<file path="src/rtl/mpu_spi_master.sv">
// SPI mode-3 master for the MPU9250 link: one 16-bit frame {rw, addr[6:0], data[7:0]}
// per accepted start, MSB first, with a guaranteed SS-high gap before busy drops.
module mpu_spi_master #(
  parameter int unsigned CLK_DIV = 50,
  parameter int unsigned CS_GAP  = 10
) (
  input  logic       clk,
  input  logic       rst,
  input  logic [6:0] mpu_address,
  input  logic [7:0] mpu_wr_data,
  input  logic       mpu_rd_wr_sel,
  input  logic       start,
  output logic       busy,
  output logic [7:0] mpu_rd_data,
  output logic       SPI_SS_g,
  output logic       SPI_CK_g,
  output logic       SPI_DO_g,
  input  logic       SPI_DI_g
);

  typedef enum logic [2:0] {IDLE, SETUP, LOW, HIGH, HOLD, GAP} state_t;

  localparam logic [15:0] DIV_LAST = 16'(CLK_DIV - 1);
  localparam logic [15:0] GAP_LAST = 16'(CS_GAP - 1);

  state_t      state;
  logic [15:0] cnt;
  logic [4:0]  bit_cnt;
  logic [15:0] tx;
  logic [15:0] rx;
  logic        rd_sel;

  // NOTE: all state is updated with non-blocking assignments so every register
  // samples the pre-edge values, independent of statement order in this block.
  always_ff @(posedge clk or negedge rst) begin
    if (!rst) begin
      state       <= IDLE;
      cnt         <= '0;
      bit_cnt     <= '0;
      tx          <= '0;
      rx          <= '0;
      rd_sel      <= 1'b0;
      busy        <= 1'b0;
      mpu_rd_data <= '0;
      SPI_SS_g    <= 1'b1;
      SPI_CK_g    <= 1'b1;
      SPI_DO_g    <= 1'b0;
    end else begin
      case (state)
        IDLE: begin
          if (start) begin
            tx       <= {mpu_rd_wr_sel, mpu_address, mpu_rd_wr_sel ? 8'h00 : mpu_wr_data};
            rd_sel   <= mpu_rd_wr_sel;
            busy     <= 1'b1;
            SPI_SS_g <= 1'b0;
            cnt      <= '0;
            bit_cnt  <= '0;
            state    <= SETUP;
          end
        end

        SETUP: begin
          if (cnt == DIV_LAST) begin
            cnt      <= '0;
            SPI_CK_g <= 1'b0;
            SPI_DO_g <= tx[15];
            state    <= LOW;
          end else begin
            cnt <= cnt + 16'd1;
          end
        end

        LOW: begin
          if (cnt == DIV_LAST) begin
            cnt      <= '0;
            SPI_CK_g <= 1'b1;
            rx       <= {rx[14:0], SPI_DI_g};  // MISO sampled on the SCLK rising edge
            state    <= HIGH;
          end else begin
            cnt <= cnt + 16'd1;
          end
        end

        HIGH: begin
          if (cnt == DIV_LAST) begin
            cnt     <= '0;
            tx      <= {tx[14:0], 1'b0};
            bit_cnt <= bit_cnt + 5'd1;
            if (bit_cnt == 5'd15) begin
              state <= HOLD;
            end else begin
              SPI_CK_g <= 1'b0;
              SPI_DO_g <= tx[14];  // next bit, i.e. tx[15] after this edge's shift
              state    <= LOW;
            end
          end else begin
            cnt <= cnt + 16'd1;
          end
        end

        HOLD: begin
          if (cnt == DIV_LAST) begin
            cnt      <= '0;
            SPI_SS_g <= 1'b1;
            state    <= GAP;
          end else begin
            cnt <= cnt + 16'd1;
          end
        end

        GAP: begin
          if (cnt == GAP_LAST) begin
            cnt      <= '0;
            busy     <= 1'b0;
            SPI_DO_g <= 1'b0;
            if (rd_sel) mpu_rd_data <= rx[7:0];
            state    <= IDLE;
          end else begin
            cnt <= cnt + 16'd1;
          end
        end

        default: state <= IDLE;
      endcase
    end
  end

endmodule
</file>
<file path="config.mk">
export PLATFORM = sky130hd
export DESIGN_NAME = mpu_spi_master
export DESIGN_NICKNAME = d
export VERILOG_FILES = /design/src/rtl/mpu_spi_master.sv
export SDC_FILE = /design/constraint.sdc
export NUM_CORES = 1
export LEC_CHECK = 0
export CAP_MARGIN = 20
export CORE_UTILIZATION = 52
export DETAILED_ROUTE_END_ITERATION = 6
export HOLD_SLACK_MARGIN = 0.12
export PLACE_DENSITY = 0.74
export SLEW_MARGIN = 25
export SYNTH_ARGS = -nofsm -noshare
export SYNTH_HDL_FRONTEND = slang
export SYNTH_SLANG_ARGS = --single-unit
</file>
<file path="constraint.sdc">
create_clock -name clk -period 2.8 [get_ports clk]
set_clock_uncertainty 0.05 [all_clocks]
set_input_delay 0.84 -clock clk [delete_from_list [all_inputs] [get_ports clk]]
set_output_delay 0.84 -clock clk [all_outputs]
set_load 0.05 [all_outputs]
</file>
-- After elaboration in Yosys (flattened, before gate mapping)
Cells that the tools add are included.
- output and inout bits: 12
- bits of input ports: 20
- register bits: 61
- word-level logic and storage cells: 79
- add/subtract/negate cells: 2
- mux-type cells: 33
- reduce and logical (&&, ||, !) cells: 18
- equality and inequality tests: 15
- operators by type and width (cell ; number):
    16-bit 2-to-1 mux ; 5
    16-bit case mux with 3 select lines ; 1
    16-bit case mux with 2 select lines ; 1
    3-bit 2-to-1 mux ; 7
    3-bit case mux with 6 select lines ; 1
    16-bit by 1-bit adder with 16-bit output (second input constant) ; 1
    16-bit by 4-bit equality test with 1-bit output (second input constant) ; 1
    16-bit by 6-bit equality test with 1-bit output (second input constant) ; 1
    2-bit inequality test (second input constant) ; 7
    3-bit AND reduction ; 4
    1-bit 2-to-1 mux ; 10
    5-bit 2-to-1 mux ; 2
    5-bit case mux with 2 select lines ; 1
    5-bit AND reduction ; 2
    3-bit nonzero test ; 3
    8-bit 2-to-1 mux ; 1
    3-bit by 2-bit equality test with 1-bit output (second input constant) ; 2
    3-bit equality test (second input constant) ; 2
    1-bit case mux with 3 select lines ; 2
    2-bit AND reduction ; 3
    6-bit AND reduction ; 1
    2-bit nonzero test ; 3
    5-bit by 1-bit adder with 5-bit output (second input constant) ; 1
    5-bit by 4-bit equality test with 1-bit output (second input constant) ; 1
    other kinds (4) ; 5

-- Longest topological paths before layout
- depth in word-level cells: 4
- depth in mapped cells: 9
- mapped depth without buffers: 7

-- Worst setup path before layout
No wires, ideal clock.
- path kind: flip-flop to flip-flop
- from: reg cnt[1]
- to: reg mpu_rd_data[0]
- stages on the path, launching flop included: 8
- buffers on the path: 1
- setup time: 0.125 ns
- slack: 0.527 ns
- clock period less this slack: 2.273 ns
- arrival time: 2.098 ns
- required time: 2.625 ns
- cell sequence: dfrtp_1 -> inv_1 -> ha_1 -> or4b_1 -> buf_2 -> or3_1 -> nor2_4 -> mux2_2
- longest elaborated chain between the ends: 2
- ends and longest elaborated chain (what ; RTL line ; text):
    from (decl) ; 27 ; logic [15:0] cnt;
    from (signal assigned) ; 69 ; cnt <= cnt + 16'd1;
    from (signal assigned) ; 80 ; cnt <= cnt + 16'd1;
    from (signal assigned) ; 97 ; cnt <= cnt + 16'd1;
    16-bit by 4-bit equality test with 1-bit output ; 112 ; if (cnt == GAP_LAST) begin
    3-bit AND reduction (no line) ; - ;
    to (signal assigned) ; 116 ; if (rd_sel) mpu_rd_data <= rx[7:0];
    to (decl) ; 14 ; output logic [7:0] mpu_rd_data,
Every way passes these cells.
A chain may end at the register's enable or synchronous reset.

-- Worst setup path in the final report
- from: reg SPI_CK_g
- to: out SPI_CK_g
- RTL lines (what ; RTL line ; text):
    from (decl) ; 16 ; output logic SPI_CK_g,
    from (signal assigned) ; 46 ; SPI_CK_g <= 1'b1;
    from (signal assigned) ; 65 ; SPI_CK_g <= 1'b0;
    from (signal assigned) ; 76 ; SPI_CK_g <= 1'b1;
No word-level cell between the ends.

==> parameters.txt <==
Parameter                              Value

Run status
  Outcome ... complete, no violations

STA
  Number of max-slew violations in the final report ... 0
  Number of hold violations in the final report ... 0
  Peak Freq ... slightly below 400 MHz
  Worst slew margin relative to its limit ... between 50% and 60%
  Final Cycle Share ... between 90% and 100%
  Actual transition at the worst max-transition pin ... a little under 700 ps
  Post-layout minimum cycle time ... ~2600 ps
  Setup TNS ... 0 ps
  Setup repair after global routing missed its margin ... false
  Number of setup violations in the final report ... 0

Logic synthesis
  Number of different library cells in the post-synthesis netlist ... 49
  Top FF cell, synth ... sky130_fd_sc_hd__dfrtp_1
  Flip-flop and latch count after synthesis ... 61
  Net count after synthesis ... about 330
  Portion of synthesized cell area occupied by the leading cell type ... approximately 48%
  Biggest area contributors in the synthesized netlist ... sky130_fd_sc_hd__dfrtp_1 48%, sky130_fd_sc_hd__mux2_2 5.9%, sky130_fd_sc_hd__nand2_1 5.0%
  Area of the mapped netlist ... between 3000 and 4000 µm²
  Library cell occupying the most area in the post-synthesis netlist ... sky130_fd_sc_hd__dfrtp_1
  Synthesized netlist cell count ... 303
  Synth warn ... 0
  Post-synthesis async set-or-reset flop share ... between 90% and 100%
  Post-Synthesis Mean Instance Area ... slightly above 10 µm²
  Number of enable-type register cells in the synthesized netlist ... 0
  Proportion of synthesized chip area in sequential cells ... ~50%

Power and ir drop
  Post-layout total power ... about 1.8 mW
  Pleak ... about 1.5 nW
  Power Density ... between 400 and 500 nW/µm²
  Max rail drop VDD ... about 0.00036 V

Critical path
  Biggest fanout along the worst timing path ... 3
  Worst endpoint data arrival time ... 1670 ps
  Type of element capturing the critical path ... primary output
  Cells on worst reg2reg path ... 7
  Reg2reg setup slack ... 290 ps
  Nature of the critical path startpoint ... flip-flop
  R2R Path Start ... cnt[1]$_DFFE_PN0P_
  WP data required ... 1910 ps
  CP bufs+invs ... 1
  Family with the most delay on the worst path ... buffers and inverters
  Crit path max-delay cell type ... sky130_fd_sc_hd__clkdlybuf4s50_1
  Endpoint of the worst register-to-register path ... cnt[6]$_DFFE_PN0P_
  Max stage delay on crit path ... approximately 800 ps
  Critical-path cell list ... clkdlybuf4s50_1
  Setup Crit Path Kind ... flip-flop to primary output

Route
  Wire length reported by the detailed router ... roughly 5700 µm
  Number of design rule violations left after detail routing ... 0
  First drt pass iteration count ... 4
  Number of nets with antenna violations after routing ... 0
  Violation count after the first detailed-routing iteration ... about 120
  Routed WL per cell ... between 10 and 15 µm
  Via-per-instance ratio ... about 5.6
  Routed via count ... 2305

Clocking
  Number of hold buffers added after CTS ... 0
  H-tree levels ... 3
  Root buffer cell ... sky130_fd_sc_hd__clkbuf_8
  CTS tree ... done
  Number of buffers between clock root and the deepest sink ... 2
  Clock input transition at the sequential cells of the worst setup and hold paths ... 70 ps
  Clock latency of the later-clocked register in the worst-skew pair ... 330 ps
  Buffers inserted by post-CTS timing repair ... 0
  Number of buffers inserted during clock tree synthesis ... 9
  Cells resized by post-CTS repair ... 0
  Number of clock sinks seen by CTS ... 61

Die
  Std-Cell Core Area ... 5610 µm²
  Standard-cell rows ... 27
  Vert. Die Dim ... 78.9 µm
  Effective utilization at floorplan ... between 50% and 60%
  Count of pins on the block boundary ... 32
  Die X ... between 70 and 80 µm
  Floorplan die area ... roughly 6200 µm²

Place
  GPL Wtd Cong ... a little over 0.8
  DP Wirelength ... roughly 4000 µm
  Count of placed standard cells including taps ... around 400
  Port Buf Inserts ... 31
  Area after detailed placement ... about 3400 µm²

Cells and area
  Antenna Cells ... 0
  Post-route cell area ... roughly 3600 µm²
  Final cell count without fillers ... between 400 and 500
  Relative area change from synthesis to final layout ... 18.7%
  Layout cell share with drive strength beyond 1 ... about a fifth
  Number of nets in the layout ... 362
  # fillers ... about 470

Global routing
  Pin count of the biggest net entering global routing ... 33
  Tot GR Track Use ... between 20% and 30%
  Antenna violations before repair ... 0
  Wire length of the first global-routing pass ... between 9000 and 10000 µm
  Via count of the first global-routing pass ... 2120
  Grt ovf ... 0

Hold path
  Number of cells traversed by the worst hold path ... 2
  Hold Path End ... rd_sel$_DFFE_PN0P_
  Hold/Removal Path Class ... flip-flop to flip-flop
  Startpoint of the lowest-slack hold path ... rd_sel$_DFFE_PN0P_

Job
  Max-cap check violation count ... 0
-- power by group --
group / switching [mW] / internal [mW]
Sequential: 0.00888 / 0.897
Clock: 0.331 / 0.497
Combinational: 0.0385 / 0.0412
Total: 0.378 / 1.44
-- through the flow --
step           hold slack, ps  util (%)  worst slack [ps]
6_report                  424      65.1               243
4_1_cts                   429      65.0               219
3_5_place_dp              413      61.3              89.2
2_1_floorplan             395         -               527
3_3_place_gp              413      61.3               155
5_1_grt                   464      65.1               106
-- area by class of cell --
class | instances | area (µm²) | share of cell area, %
clock buffers | 11 | 131 | 3.60
clock inverters | 5 | 75.1 | 2.06
inverters | 5 | 18.8 | 0.514
multi-input cells | 220 | 1430 | 39.1
flip-flops and latches | 61 | 1530 | 41.9
well taps | 72 | 90.1 | 2.47
repair buffers | 41 | 378 | 10.4
-- cell usage in the layout, fill, tap and decap left out, types with 3 or more instances in the layout --
cell,instances
sky130_fd_sc_hd__a22o_1,3
sky130_fd_sc_hd__a21oi_1,15
sky130_fd_sc_hd__nand2_1,41
sky130_fd_sc_hd__clkdlybuf4s50_1,30
sky130_fd_sc_hd__nand4_1,3
sky130_fd_sc_hd__nor2_1,27
sky130_fd_sc_hd__and3_1,3
sky130_fd_sc_hd__mux2_2,16
sky130_fd_sc_hd__dfrtp_1,59
sky130_fd_sc_hd__clkinv_2,3
sky130_fd_sc_hd__nand3b_1,4
sky130_fd_sc_hd__a31oi_2,6
sky130_fd_sc_hd__o21ai_0,19
sky130_fd_sc_hd__nand3_1,12
sky130_fd_sc_hd__inv_1,5
sky130_fd_sc_hd__a21oi_2,7
sky130_fd_sc_hd__nor3_1,5
sky130_fd_sc_hd__nor3b_1,10
sky130_fd_sc_hd__a31oi_1,7
sky130_fd_sc_hd__buf_4,9
sky130_fd_sc_hd__or3_1,3
sky130_fd_sc_hd__clkbuf_8,9
sky130_fd_sc_hd__ha_1,4
sky130_fd_sc_hd__xor2_1,7
-- layer usage --
metal | global-route usage [%] | share of wire, %
met2 | 31.7 | 46
met5 | 0 | 0
met4 | 9.27 | 1.4
met3 | 4.25 | 4.1
met1 | 28.9 | 49
-- cells in the mapped netlist, types with 2 or more instances --
library cell / count
sky130_fd_sc_hd__inv_1: 5
sky130_fd_sc_hd__clkbuf_1: 9
sky130_fd_sc_hd__a21oi_1: 15
sky130_fd_sc_hd__buf_2: 4
sky130_fd_sc_hd__a21o_1: 2
sky130_fd_sc_hd__buf_6: 2
sky130_fd_sc_hd__a22o_1: 3
sky130_fd_sc_hd__o21ai_0: 19
sky130_fd_sc_hd__or2_2: 2
sky130_fd_sc_hd__or3_1: 3
sky130_fd_sc_hd__nand2_1: 41
sky130_fd_sc_hd__a31oi_1: 7
sky130_fd_sc_hd__a21oi_2: 7
sky130_fd_sc_hd__nor3b_1: 10
sky130_fd_sc_hd__a31oi_2: 6
sky130_fd_sc_hd__mux2i_1: 2
sky130_fd_sc_hd__ha_1: 4
sky130_fd_sc_hd__nand4_1: 3
sky130_fd_sc_hd__o22ai_1: 2
sky130_fd_sc_hd__mux2_2: 16
sky130_fd_sc_hd__nand3_1: 12
sky130_fd_sc_hd__nand3b_1: 4
sky130_fd_sc_hd__or4_1: 2
sky130_fd_sc_hd__dfstp_2: 2
sky130_fd_sc_hd__and3_1: 3
sky130_fd_sc_hd__dfrtp_1: 59
sky130_fd_sc_hd__nor3_1: 5
sky130_fd_sc_hd__nor2_1: 27
sky130_fd_sc_hd__xor2_1: 7
-- registers in the layout, summed over array words and instances, names as in the netlist --
register	cells
cnt	16
tx	16
mpu_rd_data	8
rx	8
bit_cnt	5
state	3
SPI_CK_g	1
SPI_DO_g	1
SPI_SS_g	1
busy	1
rd_sel	1
-- logic make-up after synthesis --
logic type / after synthesis / synth area share [%]
buffers and inverters: 22 / 3.83
muxes: 18 / 6.51
AOI/OAI and AO/OA: 68 / 15.2
DFF: 61 / 49.8
adders and majority gates: 4 / 1.63
xor gates and xnor gates: 7 / 2.00
and+or+nand+nor: 123 / 21.1
-- worst max-delay path by stage --
stage | slack, ps | depth (start not counted) | to | startpoint
floorplan | 530 | 7 | mpu_rd_data[0]$_DFFE_PN0P_ | cnt[1]$_DFFE_PN0P_
global placement | 160 | 6 | tx[11]$_DFFE_PN0P_ | start
detailed placement | 90 | 6 | tx[15]$_DFFE_PN0P_ | start
CTS | 220 | 1 | SPI_CK_g | SPI_CK_g$_DFFE_PN1P_
global route | 110 | 8 | cnt[9]$_DFFE_PN0P_ | cnt[1]$_DFFE_PN0P_
finish | 240 | 1 | SPI_CK_g | SPI_CK_g$_DFFE_PN1P_
Note: power is estimated with default switching activity, not from simulation.
==> variant: new RTL, same flow settings <==
Re-encode `state_t` (6 states) as Gray code, 3 bits wide.
--- a/src/rtl/mpu_spi_master.sv
+++ b/src/rtl/mpu_spi_master.sv
@@ -19,5 +19,5 @@
 );
 
-  typedef enum logic [2:0] {IDLE, SETUP, LOW, HIGH, HOLD, GAP} state_t;
+  typedef enum logic [2:0] {IDLE = 3'b000, SETUP = 3'b001, LOW = 3'b011, HIGH = 3'b010, HOLD = 3'b110, GAP = 3'b111} state_t;
 
   localparam logic [15:0] DIV_LAST = 16'(CLK_DIV - 1);
Function: no difference found for any inputs over 10 cycles, from zero or initial values and one cycle with rst low; not proved beyond that.
==> variant against the unedited design <==
- sequential share of layout area down 0.19 points
- fmax down 0.88%
- wire length down 0.65%
- die area down 0.65%
- clock power down 7.7%
- setup slack worse by 0.023 ns
- design area up 0.45%
- global-route usage up 0.82 points
- sequential cell count unchanged
- power down 3.9%
- area after synthesis down 0.65%
- critical path type unchanged
- largest cell class unchanged
==> variant: results (changes against the unedited design) <==
Layout
  – Clk_buf instances: 12 (+1)
  – Multi-In Gates: 217 (-1.4%)
  – Nets@finish: 356 (-1.7%)
  – Fillers: 435 (-7.8%)
  – Clock-cell share: 5.26% (-0.40 points)
  – Non-filler cells in the finished layout: 409 (-1.4%)
  – Multi-input combinational area share: 40.3% (+1.2 points)
  – Non-clk bufs: 38 (-7.3%)

Power and ir drop
  – Maximum vdd drop: 0.294 mV (-19%)
  – Clock Power Share: 43.8% (-1.9 points)
  – Leakage: 1.57 nW (+1.6%)
  – PwrDens: 476 mW/mm2 (-4.3%)
  – Switching power: 0.000376 W (-0.61%)
  – PnR Total Power: 0.00174 W (-3.9%)

Global route
  – First-pass GRT wire length: 10.2 mm (+2.6%)
  – Largest net degree at the start of global routing: 32 (-3.0%)
  – Routing usage on met1: 28.2% (-0.71 points)
  – Met2 GRT Util: 34.5% (+2.8 points)
  – Gr usage total: 21.7% (+0.82 points)

Synthesis
  – Ranking of synthesized cells by area: dfrtp_1, mux2_2, o21ai_0
  – Most instantiated cells after synthesis: dfrtp_1, nand2_1, o21ai_0, a21oi_1, mux2_2

STA
  – Fin Hold WS: 0.293 ns (-0.131 ns)
  – Slew @ Worst Pin: 0.594 ns (-0.0850 ns)
  – Period utilization: 92.1% (+0.81 points)

Placement
  – Cell Area, Placed: 0.00346 mm2 (+0.58%)
  – Pre-CTS WS: -0.0283 ns (-0.117 ns)
  – Gpl congestion: 0.796 (-2.3%)
  – Number of placed cells counting well taps: 393 (-1.3%)

Outcome
  – Status: finished, final reports clean

Route
  – Metal1 wirelength: 2.70 mm (-3.3%)
  – DR vias/cell: 5.58 (+0.45%)
  – WL final: 5.68 mm (-0.65%)
  – WL met2: 2.67 mm (+2.5%)

Hold path
  – Tightest Hold Check Type: input pin to asynchronous set/reset pin

Worst setup path
  – Worst Reg2Reg Path Length in Cells: 6 (-1)
  – Crit Reg-Reg Endpoint: rx[6]
  – Beginning of the critical path: SPI_SS_g
## variant: cell types whose count changed after synthesis, moves of 3 or more
| cell | change |
|---|---|
| or3_1 | -3 |
| and3_1 | +4 |
| a21oi_2 | -7 |
| nor4b_4 | +3 |
| a221o_1 | +3 |
| a21oi_1 | +8 |
| nor2_1 | -12 |
| a31oi_2 | -6 |
| nand2b_1 | +4 |
| xor2_1 | -5 |
| nand2_1 | -5 |
| nor3_1 | -3 |
| mux2i_1 | +7 |
| o21ai_0 | +10 |
## variant: cells by family (layout without fill, tap and decap cells)
group                    after synthesis  count (layout)  share of synthesized area [%]
AO/OA/AOI/OAI                         73              73                           14.1
XOR/XNOR                               3               3                          0.861
adder cells (fa/ha/maj)                4               4                           1.64
buffers and inverters                 18              59                           2.34
flip-flops                            61              61                           50.1
multiplexers                          27              27                           9.59
AND/OR/NAND/NOR                      110             110                           21.4
